**config.mk**
```make
export PLATFORM = sky130hd
export DESIGN_NAME = pipe_rx_fifo
export DESIGN_NICKNAME = d
export VERILOG_FILES = /design/src/rtl/pipe_pkg.sv /design/src/rtl/pipe_rx_fifo.sv
export SDC_FILE = /design/constraint.sdc
export NUM_CORES = 1
export LEC_CHECK = 0
export CAP_MARGIN = 20
export CORE_MARGIN = 2
export CORE_UTILIZATION = 56
export CTS_CLUSTER_DIAMETER = 200
export DETAILED_ROUTE_END_ITERATION = 7
export GPL_TIMING_DRIVEN = 0
export MAX_ROUTING_LAYER = met4
export PLACE_DENSITY = 0.83
export SYNTH_ARGS = -nofsm -noshare
export SYNTH_HDL_FRONTEND = slang
export SYNTH_SLANG_ARGS = --single-unit
```
**constraint.sdc**
```tcl
create_clock -name clk -period 4.2 [get_ports clk]
set_input_delay 0.63 -clock clk [delete_from_list [all_inputs] [get_ports clk]]
set_output_delay 0.63 -clock clk [all_outputs]
set_load 0.02 [all_outputs]
```
**src/rtl/pipe_pkg.sv**
```systemverilog
// Shared defaults for the 8-bit three-stage data pipeline and its receive buffer.
package pipe_pkg;

    localparam int PIPE_DATA_W = 8;
    localparam int PIPE_DEPTH  = 4;

    // Pointer width for a power-of-two FIFO depth (depth >= 2).
    function automatic int ptr_w(input int depth);
        return $clog2(depth);
    endfunction

endpackage

```
**src/rtl/pipe_rx_fifo.sv**
```systemverilog
// Receive-side show-ahead FIFO after the pipeline's final stage. The pipeline cannot stall,
// so words arriving while full are dropped and reported via sticky overflow and drop_cnt.
module pipe_rx_fifo
    import pipe_pkg::*;
#(
    parameter int DATA_W = PIPE_DATA_W,
    parameter int DEPTH  = PIPE_DEPTH,
    parameter int CNT_W  = 8
) (
    input  logic                    clk,
    input  logic                    rst,
    input  logic                    in_valid,
    input  logic [DATA_W-1:0]       in_data,
    output logic                    out_valid,
    output logic [DATA_W-1:0]       out_data,
    input  logic                    out_ready,
    output logic [$clog2(DEPTH):0]  level,
    output logic                    full,
    output logic                    overflow,
    output logic [CNT_W-1:0]        drop_cnt,
    input  logic                    clr_status
);

    localparam int PTR_W = ptr_w(DEPTH);
    localparam int LVL_W = $clog2(DEPTH) + 1;

    function automatic logic [CNT_W-1:0] sat_inc(input logic [CNT_W-1:0] v);
        return (&v) ? v : v + CNT_W'(1);
    endfunction

    logic [DATA_W-1:0] mem_q [DEPTH];

    logic [PTR_W-1:0] wr_ptr_q, wr_ptr_d;
    logic [PTR_W-1:0] rd_ptr_q, rd_ptr_d;
    logic [LVL_W-1:0] level_q, level_d;
    logic             overflow_q, overflow_d;
    logic [CNT_W-1:0] drop_cnt_q, drop_cnt_d;

    logic push, pop, drop, is_full, not_empty;

    always_comb begin
        not_empty = (level_q != '0);
        is_full   = (level_q == LVL_W'(DEPTH));
        pop       = not_empty & out_ready;
        // A full FIFO still accepts a word when the head leaves in the same cycle.
        push      = in_valid & (~is_full | pop);
        drop      = in_valid & is_full & ~pop;

        wr_ptr_d   = push ? wr_ptr_q + PTR_W'(1) : wr_ptr_q;
        rd_ptr_d   = pop  ? rd_ptr_q + PTR_W'(1) : rd_ptr_q;

        level_d = level_q;
        case ({push, pop})
            2'b10:   level_d = level_q + LVL_W'(1);
            2'b01:   level_d = level_q - LVL_W'(1);
            default: level_d = level_q;
        endcase

        // A drop in the same cycle as a status clear takes precedence.
        overflow_d = overflow_q;
        drop_cnt_d = drop_cnt_q;
        if (drop) begin
            overflow_d = 1'b1;
            drop_cnt_d = clr_status ? CNT_W'(1) : sat_inc(drop_cnt_q);
        end else if (clr_status) begin
            overflow_d = 1'b0;
            drop_cnt_d = '0;
        end
    end

    always_ff @(posedge clk or negedge rst) begin
        if (!rst) begin
            wr_ptr_q   <= '0;
            rd_ptr_q   <= '0;
            level_q    <= '0;
            overflow_q <= 1'b0;
            drop_cnt_q <= '0;
        end else begin
            wr_ptr_q   <= wr_ptr_d;
            rd_ptr_q   <= rd_ptr_d;
            level_q    <= level_d;
            overflow_q <= overflow_d;
            drop_cnt_q <= drop_cnt_d;
        end
    end

    always_ff @(posedge clk) begin
        if (push) begin
            mem_q[wr_ptr_q] <= in_data;
        end
    end

    assign out_valid = not_empty;
    assign out_data  = mem_q[rd_ptr_q];
    assign level     = level_q;
    assign full      = is_full;
    assign overflow  = overflow_q;
    assign drop_cnt  = drop_cnt_q;

endmodule

```
==> flow_metrics.py, run 1 <==
metrics = {
    "run_status": {
        "status": "finished, final reports clean",
    },
    "setup_path": {
        "arrival_ns": 3.22,
        "max_stage_delay_ns": 0.54,
        "worstSetupPathType": "input pin to flop",
        "start_kind": "input pin",
        "critPathRequiredTime_ns": 4.43,
        "end_kind": "flop",
        "cp_max_fo": 9,
        "reg2reg_from": "level[0]",
        "rrSetupSlack_ns": 1.52,
        "crit_chain": "clkdlybuf4s50_1 > nor4b_4 > and2b_2 > clkbuf_1 > inv_1 > ha_1 > inv_1 > fa_1 > xor2_1 > nor2_1 > xor2_1",
        "cpMaxStageDelayCell": "nor4b_4",
        "r2r_cells": 10,
        "rr_endpoint": "level[2]",
    },
    "yosys": {
        "async_reset_ff_share_pct": 33.3,
        "netlist_instances": 134,
        "syn_area_mm2": 0.00209,
        "ys_top_cells_by_area": "edfxtp_1 (46%), dfrtp_1 (19%), mux4_2 (8.6%)",
        "ys_seq_area_share_pct": 65.1,
        "synth_warnings": 0,
        "synthFlopType": "edfxtp_1",
        "synth-edff-count": 32,
        "synth_area_leader_cell": "edfxtp_1",
        "avgSynthCellArea_um2": 15.6,
        "ys_seq_elements": 48,
        "synth_cell_types": 37,
        "synth_fp_nets": 154,
        "synth_top_area_share_pct": 46.0,
    },
    "min_path": {
        "hold_depth": 2,
        "min_path_type": "flop to flop",
        "hold_start": "overflow",
        "hold_path_end": "overflow",
    },
    "detailed_routing": {
        "drt_wl_total_mm": 3.79,
        "first_iter_violations": 87,
        "wl_met3_um": 137,
        "vias_per_cell": 5.65,
        "wl_met2_mm": 2.04,
        "vias": 1260,
        "top_layer": "met4",
        "drc": 0,
        "routedWlPerCell_um": 17.0,
        "ant_nets": 0,
        "wl_met1_mm": 1.55,
        "firstDrtPassIters": 6,
    },
    "sta": {
        "layout_min_cycle_time_ns": 3.00,
        "slew_violations": 0,
        "min_period_over_period_pct": 71.4,
        "rsz0062_at_grt": "false",
        "worst_clock_skew_ns": 0.00853,
        "setup_viol": 0,
        "worstMarginPinSlew_ns": 0.742,
        "slew_headroom_pct": 50.4,
        "finalSetupTns_ns": 0,
        "fmax_ghz": 0.334,
        "finalHoldViolCount": 0,
    },
    "layout": {
        "syn_to_final_growth_pct": 24.0,
        "design_area_mm2": 0.00259,
        "diodes": 0,
        "nNetsFinal": 194,
        "drive_gt1_share_pct": 13.7,
    },
    "clock_network": {
        "clockRootBuffer": "clkbuf_8",
        "cts_buffers": 5,
        "cts.sinks": 48,
        "postCtsHoldBufs": 0,
        "ctsResizeCount": 0,
        "cts_setup_buffers": 0,
        "clockBufferDepth": 2,
        "cts_tree": "built",
        "clkTransAtPathRegs_ns": 0.09,
        "clk_latency_ns": 0.30,
        "h-tree-depth": 2,
    },
    "place": {
        "placement.io_buffers": 33,
        "dpl-instance-area_mm2": 0.00248,
        "gp_congestion": 0.794,
        "hpwl_mm": 2.71,
    },
    "pwr": {
        "cellLeakagePower_uw": 0.000975,
        "p_per_area_mw_per_mm2": 617,
        "ir_drop_mv": 0.334,
    },
    "die": {
        "die_width_um": 65.1,
        "num_io_pins": 35,
        "die_h_um": 65.1,
        "core_mm2": 0.00363,
        "initial_utilization_pct": 57.5,
        "die_area_mm2": 0.00424,
        "rows": 22,
    },
    "grt": {
        "antenna_found_initial": 0,
        "track_usage_pct": 21.6,
        "gr-total-overflow": 0,
        "grt_pass1_vias": 1333,
        "grt_max_degree": 17,
        "grt_pass1_wl_mm": 6.41,
    },
    "run": {
        "drv_cap": 0,
    },
}
## through the flow
step	setup slack [ns]	util (%)	std cells	power [uW]	hold slack (ns)
final	1.20	71.3	223	1600	0.539
after global routing	1.02	71.3	223	1680	0.576
after CTS	1.20	71.3	223	1610	0.546
after detailed placement	0.903	68.3	215	1290	0.530
after global placement	0.991	68.3	215	1260	0.516
after floorplan	1.66	-	134	1040	0.334
## Yosys cell counts, drive strengths merged, types with 3 or more instances
cell type,n
nor3,3
ha,6
edfxtp,32
and4,3
and2,7
o21ai,4
nor2,5
mux4,8
inv,9
nand2,5
xor2,5
xnor2,3
dfrtp,16
## cell usage in the layout, fill, tap and decap left out, types with 3 or more instances in the layout
master and instances:
clkdlybuf4s50_1 33, edfxtp_1 32, dfrtp_1 16, inv_1 9, mux4_2 8, and2_1 6
ha_1 6, nand2_1 5, nor2_1 5, xor2_1 5, clkbuf_8 5, o21ai_0 4
nor3_1 3, xnor2_1 3
## flip-flops by register name, indices dropped and copies added, names as in the netlist
register  flops
mem_q        32
wr_ptr_q      2
drop_cnt      8
overflow      1
rd_ptr_q      2
level         3
## layer usage
metal	track usage [%]	vias up
met2	34.3	35
li1	-	579
met3	4.34	8
met4	9.90	0
met1	27.2	638
met5	-	-
## critical path: cells and delay by family
family        cells  cell delay, ns
xor+xnor          2            0.30
buf+inv           4            0.79
fa+ha+maj         2            0.56
simple gates      3            0.94
## area by class of cell
cell class / instances / area, um^2
Clock buffer: 5 / 68.8
Inverter: 9 / 33.8
Timing Repair Buffer: 33 / 330
Buffer: 4 / 16.3
Tap cell: 48 / 60.1
Sequential cell: 48 / 1360
Multi-Input combinational cell: 73 / 678
Fill cell: 249 / 1040
Clock inverter: 3 / 42.5
## how the worst max path moves through the flow
| stage | from | end | slack (ns) |
|---|---|---|---|
| 6_report | out_ready | level[2] | 1.20 |
| 5_1_grt | out_ready | level[2] | 1.02 |
| 4_1_cts | out_ready | level[2] | 1.20 |
| 3_5_place_dp | out_ready | level[2] | 0.90 |
| 3_3_place_gp | out_ready | level[2] | 0.99 |
| 2_1_floorplan | out_ready | level[2] | 1.66 |
## report_power, final
part / internal (uW) / switching, uW / total [uW]
Clock: 176 / 153 / 329
Sequential: 612 / 49.0 / 661
Combinational: 295 / 315 / 610
Total: 1080 / 517 / 1600
## logic make-up (layout without fill, tap and decap cells)
kind of cell / after synthesis / in the layout / share of synthesized area [%]
AO/OA/AOI/OAI: 12 / 12 / 3.71
AND/OR/NAND/NOR: 36 / 36 / 11.3
XOR/XNOR: 8 / 8 / 3.35
flip-flops: 48 / 48 / 65.1
multiplexers: 10 / 10 / 9.58
adder cells (fa/ha/maj): 7 / 7 / 4.55
buffers and inverters: 13 / 54 / 2.39
(Power assumes the default switching activity.)
==> run 2, diff against run 1 <==
CORE_UTILIZATION = 52   (was 56)
PLACE_DENSITY = 0.78   (was 0.83)
clock period = 2.9 ns   (was 4.2 ns; I/O delays follow)
==> flow_metrics.py, run 2 (synthesized netlist as in run 1, its figures left out) <==
metrics = {
    "detailed_routing": {
        "vias_per_cell": 5.46,
        "routedWlPerCell_um": 17.2,
        "first_iter_violations": 104,
        "firstDrtPassIters": 4,
        "drc": 0,
        "ant_nets": 0,
        "vias": 1251,
        "drt_wl_total_mm": 3.94,
    },
    "sta": {
        "rsz0062_at_grt": "false",
        "finalHoldViolCount": 0,
        "worstMarginPinSlew_ns": 0.756,
        "layout_min_cycle_time_ns": 2.56,
        "finalWorstSetupSlack_ns": 0.341,
        "fmax_ghz": 0.391,
        "min_period_over_period_pct": 88.3,
        "setup_viol": 0,
        "worst_clock_skew_ns": 0.0109,
        "slew_headroom_pct": 49.4,
        "slew_violations": 0,
    },
    "place": {
        "dpl_worst_slack_ns": -0.184,
        "hpwl_mm": 2.76,
        "gp_congestion": 0.794,
        "placement.io_buffers": 33,
        "dp_cells": 217,
    },
    "clock_network": {
        "ctsResizeCount": 0,
        "cts_buffers": 5,
        "clockBufferDepth": 2,
        "clkTransAtPathRegs_ns": 0.09,
        "postCtsHoldBufs": 0,
        "h-tree-depth": 2,
        "cts_tree": "built",
        "clockRootBuffer": "clkbuf_8",
        "cts.sinks": 48,
        "clk_latency_ns": 0.30,
    },
    "layout": {
        "top_register": "mem_q",
        "nNetsFinal": 198,
        "stdcell_count": 229,
        "mostFrequentLayoutCell": "clkdlybuf4s50_1",
        "largest_register_ff_count": 32,
        "layout_common_cells": "clkdlybuf4s50_1 (33), edfxtp_1 (32), dfrtp_1 (16)",
        "syn_to_final_growth_pct": 25.6,
        "diodes": 0,
        "drive_gt1_share_pct": 15.6,
    },
    "setup_path": {
        "start_kind": "input pin",
        "arrival_ns": 2.79,
        "end_kind": "flop",
        "crit_chain": "clkdlybuf4s50_1 > nor4b_4 > buf_4 > and2b_2 > clkbuf_1 > inv_1 > ha_1 > inv_1 > fa_1 > xor2_1 > nor2_1 > xor2_1",
        "critPathRequiredTime_ns": 3.13,
        "max_stage_delay_ns": 0.45,
        "cpMaxStageDelayCell": "clkdlybuf4s50_1",
        "worstSetupPathType": "input pin to flop",
        "cp_max_fo": 8,
    },
    "die": {
        "num_io_pins": 35,
        "die_h_um": 67.4,
        "core_mm2": 0.00394,
        "initial_utilization_pct": 53.0,
        "die_width_um": 67.4,
        "rows": 23,
        "die_area_mm2": 0.00454,
    },
    "pwr": {
        "pwr-share-seq_pct": 41.2,
        "p_per_area_mw_per_mm2": 887,
        "p_sw_uw": 745,
        "clockPowerShare_pct": 20.2,
        "ir_drop_mv": 0.375,
        "power.internal_uw": 1580,
        "p_sw_share_pct": 32.0,
        "cellLeakagePower_uw": 0.000997,
        "combPwrFrac_pct": 38.6,
    },
    "grt": {
        "antenna_found_initial": 0,
        "grt_pass1_vias": 1289,
        "grt_pass1_wl_mm": 6.18,
        "track_usage_pct": 19.9,
        "gr-total-overflow": 0,
        "grt_max_degree": 17,
    },
    "min_path": {
        "min_path_type": "flop to flop",
    },
    "run": {
        "drv_cap": 0,
    },
    "run_status": {
        "status": "finished, final reports clean",
    },
}
run 2: metal layers:
layer  routed length [um]  global-route usage [%]  vias to the layer above
met5                    0                       -                        -
met4                   32                    7.14                        0
met3                  161                    4.33                        4
met2                 2070                    32.4                       35
met1                 1670                    24.7                      627
li1                     -                       -                      585
run 2: worst paths after layout:
kind                                 from           to  slack, ns  cells after the start
worst max-delay path            out_ready     level[2]       0.34                     12
worst min-delay path             overflow     overflow       0.54                      2
worst max register to register   level[0]     level[2]       0.41                     11
worst min register to register   overflow     overflow       0.54                      2
max in group asynchronous             rst  wr_ptr_q[1]       1.84                      1
min in group asynchronous             rst  drop_cnt[0]       0.58                      1
run 2: layout make-up:
type | instances | area [um^2]
timing repair buffer | 37 | 360
sequential | 48 | 1360
buffer | 4 | 16.3
multi-input combinational | 73 | 678
inverter | 9 | 33.8
clock inverter | 3 | 42.5
fill | 260 | 1320
clock buffer | 5 | 68.8
tap | 50 | 62.6
run 2: what timing repair did:
item	CTS	global route
endpoints found under the setup margin	0	1
setup buffers	0	4
endpoints found under the hold margin	0	0
run 2: critical path, delay by kind of cell:
family        cells  cell delay, ns
buf+inv           5            0.97
fa+ha+maj         2            0.56
simple gates      3            0.53
xor+xnor          2            0.29
run 2: power by group through the flow:
stage / registers (uW) / clock network, uW / logic, uW
floorplan: 988 / 0 / 519
global placement: 959 / 0 / 859
detailed placement: 975 / 0 / 890
CTS: 960 / 475 / 891
global route: 972 / 509 / 981
finish: 959 / 469 / 899
run 2: stage by stage:
step / hold slack (ns) / util, % / instance area [um^2] / total power, uW / setup TNS (ns)
after global placement: 0.510 / 63.0 / 2480 / 1820 / -0.108
final: 0.541 / 66.6 / 2620 / 2330 / 0
after detailed placement: 0.520 / 63.0 / 2480 / 1860 / -0.184
after CTS: 0.532 / 65.8 / 2590 / 2330 / 0
after global routing: 0.582 / 66.6 / 2620 / 2460 / 0
after floorplan: 0.139 / - / 2090 / 1510 / 0
==> run 3, diff against run 2 <==
RECOVER_POWER = 25   (was default)
==> flow_metrics.py, run 3 (synthesized netlist as in run 1, its figures left out) <==
metrics = {
    "run_status": {
        "status": "finished, final reports clean",
    },
    "clock_network": {
        "h-tree-depth": 2,
        "postCtsHoldBufs": 0,
        "clk_latency_ns": 0.30,
        "clockBufferDepth": 2,
        "cts.sinks": 48,
        "clkTransAtPathRegs_ns": 0.09,
        "clockRootBuffer": "clkbuf_8",
        "cts_buffers": 5,
        "cts_tree": "built",
        "ctsResizeCount": 0,
    },
    "detailed_routing": {
        "top_layer": "met4",
        "wl_met3_um": 160,
        "drc": 0,
        "drt_wl_total_mm": 3.93,
        "wl_met2_mm": 2.08,
        "firstDrtPassIters": 4,
        "first_iter_violations": 104,
        "routedWlPerCell_um": 17.2,
        "wl_met1_mm": 1.66,
        "vias": 1254,
        "ant_nets": 0,
        "vias_per_cell": 5.48,
    },
    "die": {
        "die_area_mm2": 0.00454,
        "num_io_pins": 35,
        "rows": 23,
        "initial_utilization_pct": 53.0,
        "die_width_um": 67.4,
        "core_mm2": 0.00394,
        "die_h_um": 67.4,
    },
    "sta": {
        "fmax_ghz": 0.391,
        "layout_min_cycle_time_ns": 2.56,
        "hold_slack_ns": 0.541,
        "worst_clock_skew_ns": 0.0109,
        "slew_violations": 0,
        "min_period_over_period_pct": 88.3,
        "finalHoldViolCount": 0,
        "setup_viol": 0,
        "rsz0062_at_grt": "false",
        "slew_headroom_pct": 49.4,
        "worstMarginPinSlew_ns": 0.756,
    },
    "layout": {
        "drive_gt1_share_pct": 15.6,
        "layout_common_cells": "edfxtp_1 (32), clkdlybuf4s50_1 (25), dfrtp_1 (16)",
        "largest_register_ff_count": 32,
        "mostFrequentLayoutCell": "edfxtp_1",
        "syn_to_final_growth_pct": 25.6,
        "top_register": "mem_q",
        "nNetsFinal": 198,
        "fill_cells": 260,
        "diodes": 0,
    },
    "grt": {
        "grt_pass1_wl_mm": 6.18,
        "grt_pass1_vias": 1289,
        "grt_max_degree": 17,
        "gr-total-overflow": 0,
        "track_usage_pct": 19.9,
        "antenna_found_initial": 0,
    },
    "setup_path": {
        "arrival_ns": 2.79,
        "critical_path.top_delay_family": "buffers and inverters",
        "start_kind": "input pin",
        "max_stage_delay_ns": 0.45,
        "end_kind": "flop",
        "reg2reg_from": "level[0]",
        "rrSetupSlack_ns": 0.41,
        "worstSetupPathType": "input pin to flop",
        "path_depth": 12,
        "critical_path_buf_inv_count": 5,
        "cp-startpoint": "out_ready",
        "critPathRequiredTime_ns": 3.13,
        "r2r_cells": 11,
        "cpMaxStageDelayCell": "clkdlybuf4s50_1",
        "crit_chain": "clkdlybuf4s50_1 > nor4b_4 > buf_4 > and2b_2 > clkbuf_1 > inv_1 > ha_1 > inv_1 > fa_1 > xor2_1 > nor2_1 > xor2_1",
        "cp_max_fo": 8,
    },
    "place": {
        "placement.io_buffers": 33,
        "gp_congestion": 0.794,
        "hpwl_mm": 2.76,
    },
    "pwr": {
        "ir_drop_mv": 0.375,
        "p_per_area_mw_per_mm2": 885,
        "cellLeakagePower_uw": 0.000999,
        "power_uw": 2320,
    },
    "min_path": {
        "min_path_type": "flop to flop",
        "hold_start": "overflow",
        "hold_depth": 2,
    },
    "run": {
        "drv_cap": 0,
    },
}
## run 3: changes by cell type in the layout (fill, tap and decap cells not counted)
cell and delta:
dlygate4sd3_1 +8, clkdlybuf4s50_1 -8
## run 3: worst paths after layout
check / endpoint
hold / removal: overflow
setup reg to reg: level[2]
hold reg to reg: overflow
min in group asynchronous: drop_cnt[0]
setup / recovery: level[2]
max in group asynchronous: wr_ptr_q[1]
## run 3: final cells by class
cell class              count  area (um^2)  share of cell area, %
multi-input cells          73          678                   25.8
repair buffers             37          360                   13.7
plain buffers               4         16.3                  0.620
clock buffers               5         68.8                   2.62
inverters                   9         33.8                   1.29
flip-flops and latches     48         1360                   51.9
well taps                  50         62.6                   2.38
clock inverters             3         42.5                   1.62
## run 3: worst min-delay path, stage by stage (launching register included)
cell,delay [ns]
dfrtp_1,0.39
inv_1,0.06
o21ai_0,0.06
## run 3: layer usage
metal  track usage, %  vias to the layer above
li1                 -                      585
met3             4.33                        4
met5                -                        -
met4             7.14                        0
met1             24.7                      630
met2             32.4                       35
## run 3: repair_timing
action / CTS / global route
hold endpoints to repair: 0 / 0
endpoints found under the setup margin: 0 / 1
setup buffers: 0 / 4
## run 3: stage by stage
step / cells / utilization, % / area (um^2) / setup TNS [ns] / setup WS [ns]
2_1_floorplan: 134 / - / 2090 / 0 / 0.442
3_3_place_gp: 217 / 63.0 / 2480 / -0.108 / -0.108
3_5_place_dp: 217 / 63.0 / 2480 / -0.184 / -0.184
4_1_cts: 225 / 65.8 / 2590 / 0 / 0.133
5_1_grt: 229 / 66.6 / 2620 / 0 / 0.153
6_report: 229 / 66.6 / 2620 / 0 / 0.340
## run 3: where the power goes
group | leakage (uW) | switching (uW) | total (uW) | internal [uW]
Clock | 0.0000541 | 214 | 469 | 255
Sequential | 0.000501 | 71.9 | 959 | 887
Combinational | 0.000444 | 457 | 895 | 438
Total | 0.000999 | 744 | 2320 | 1580
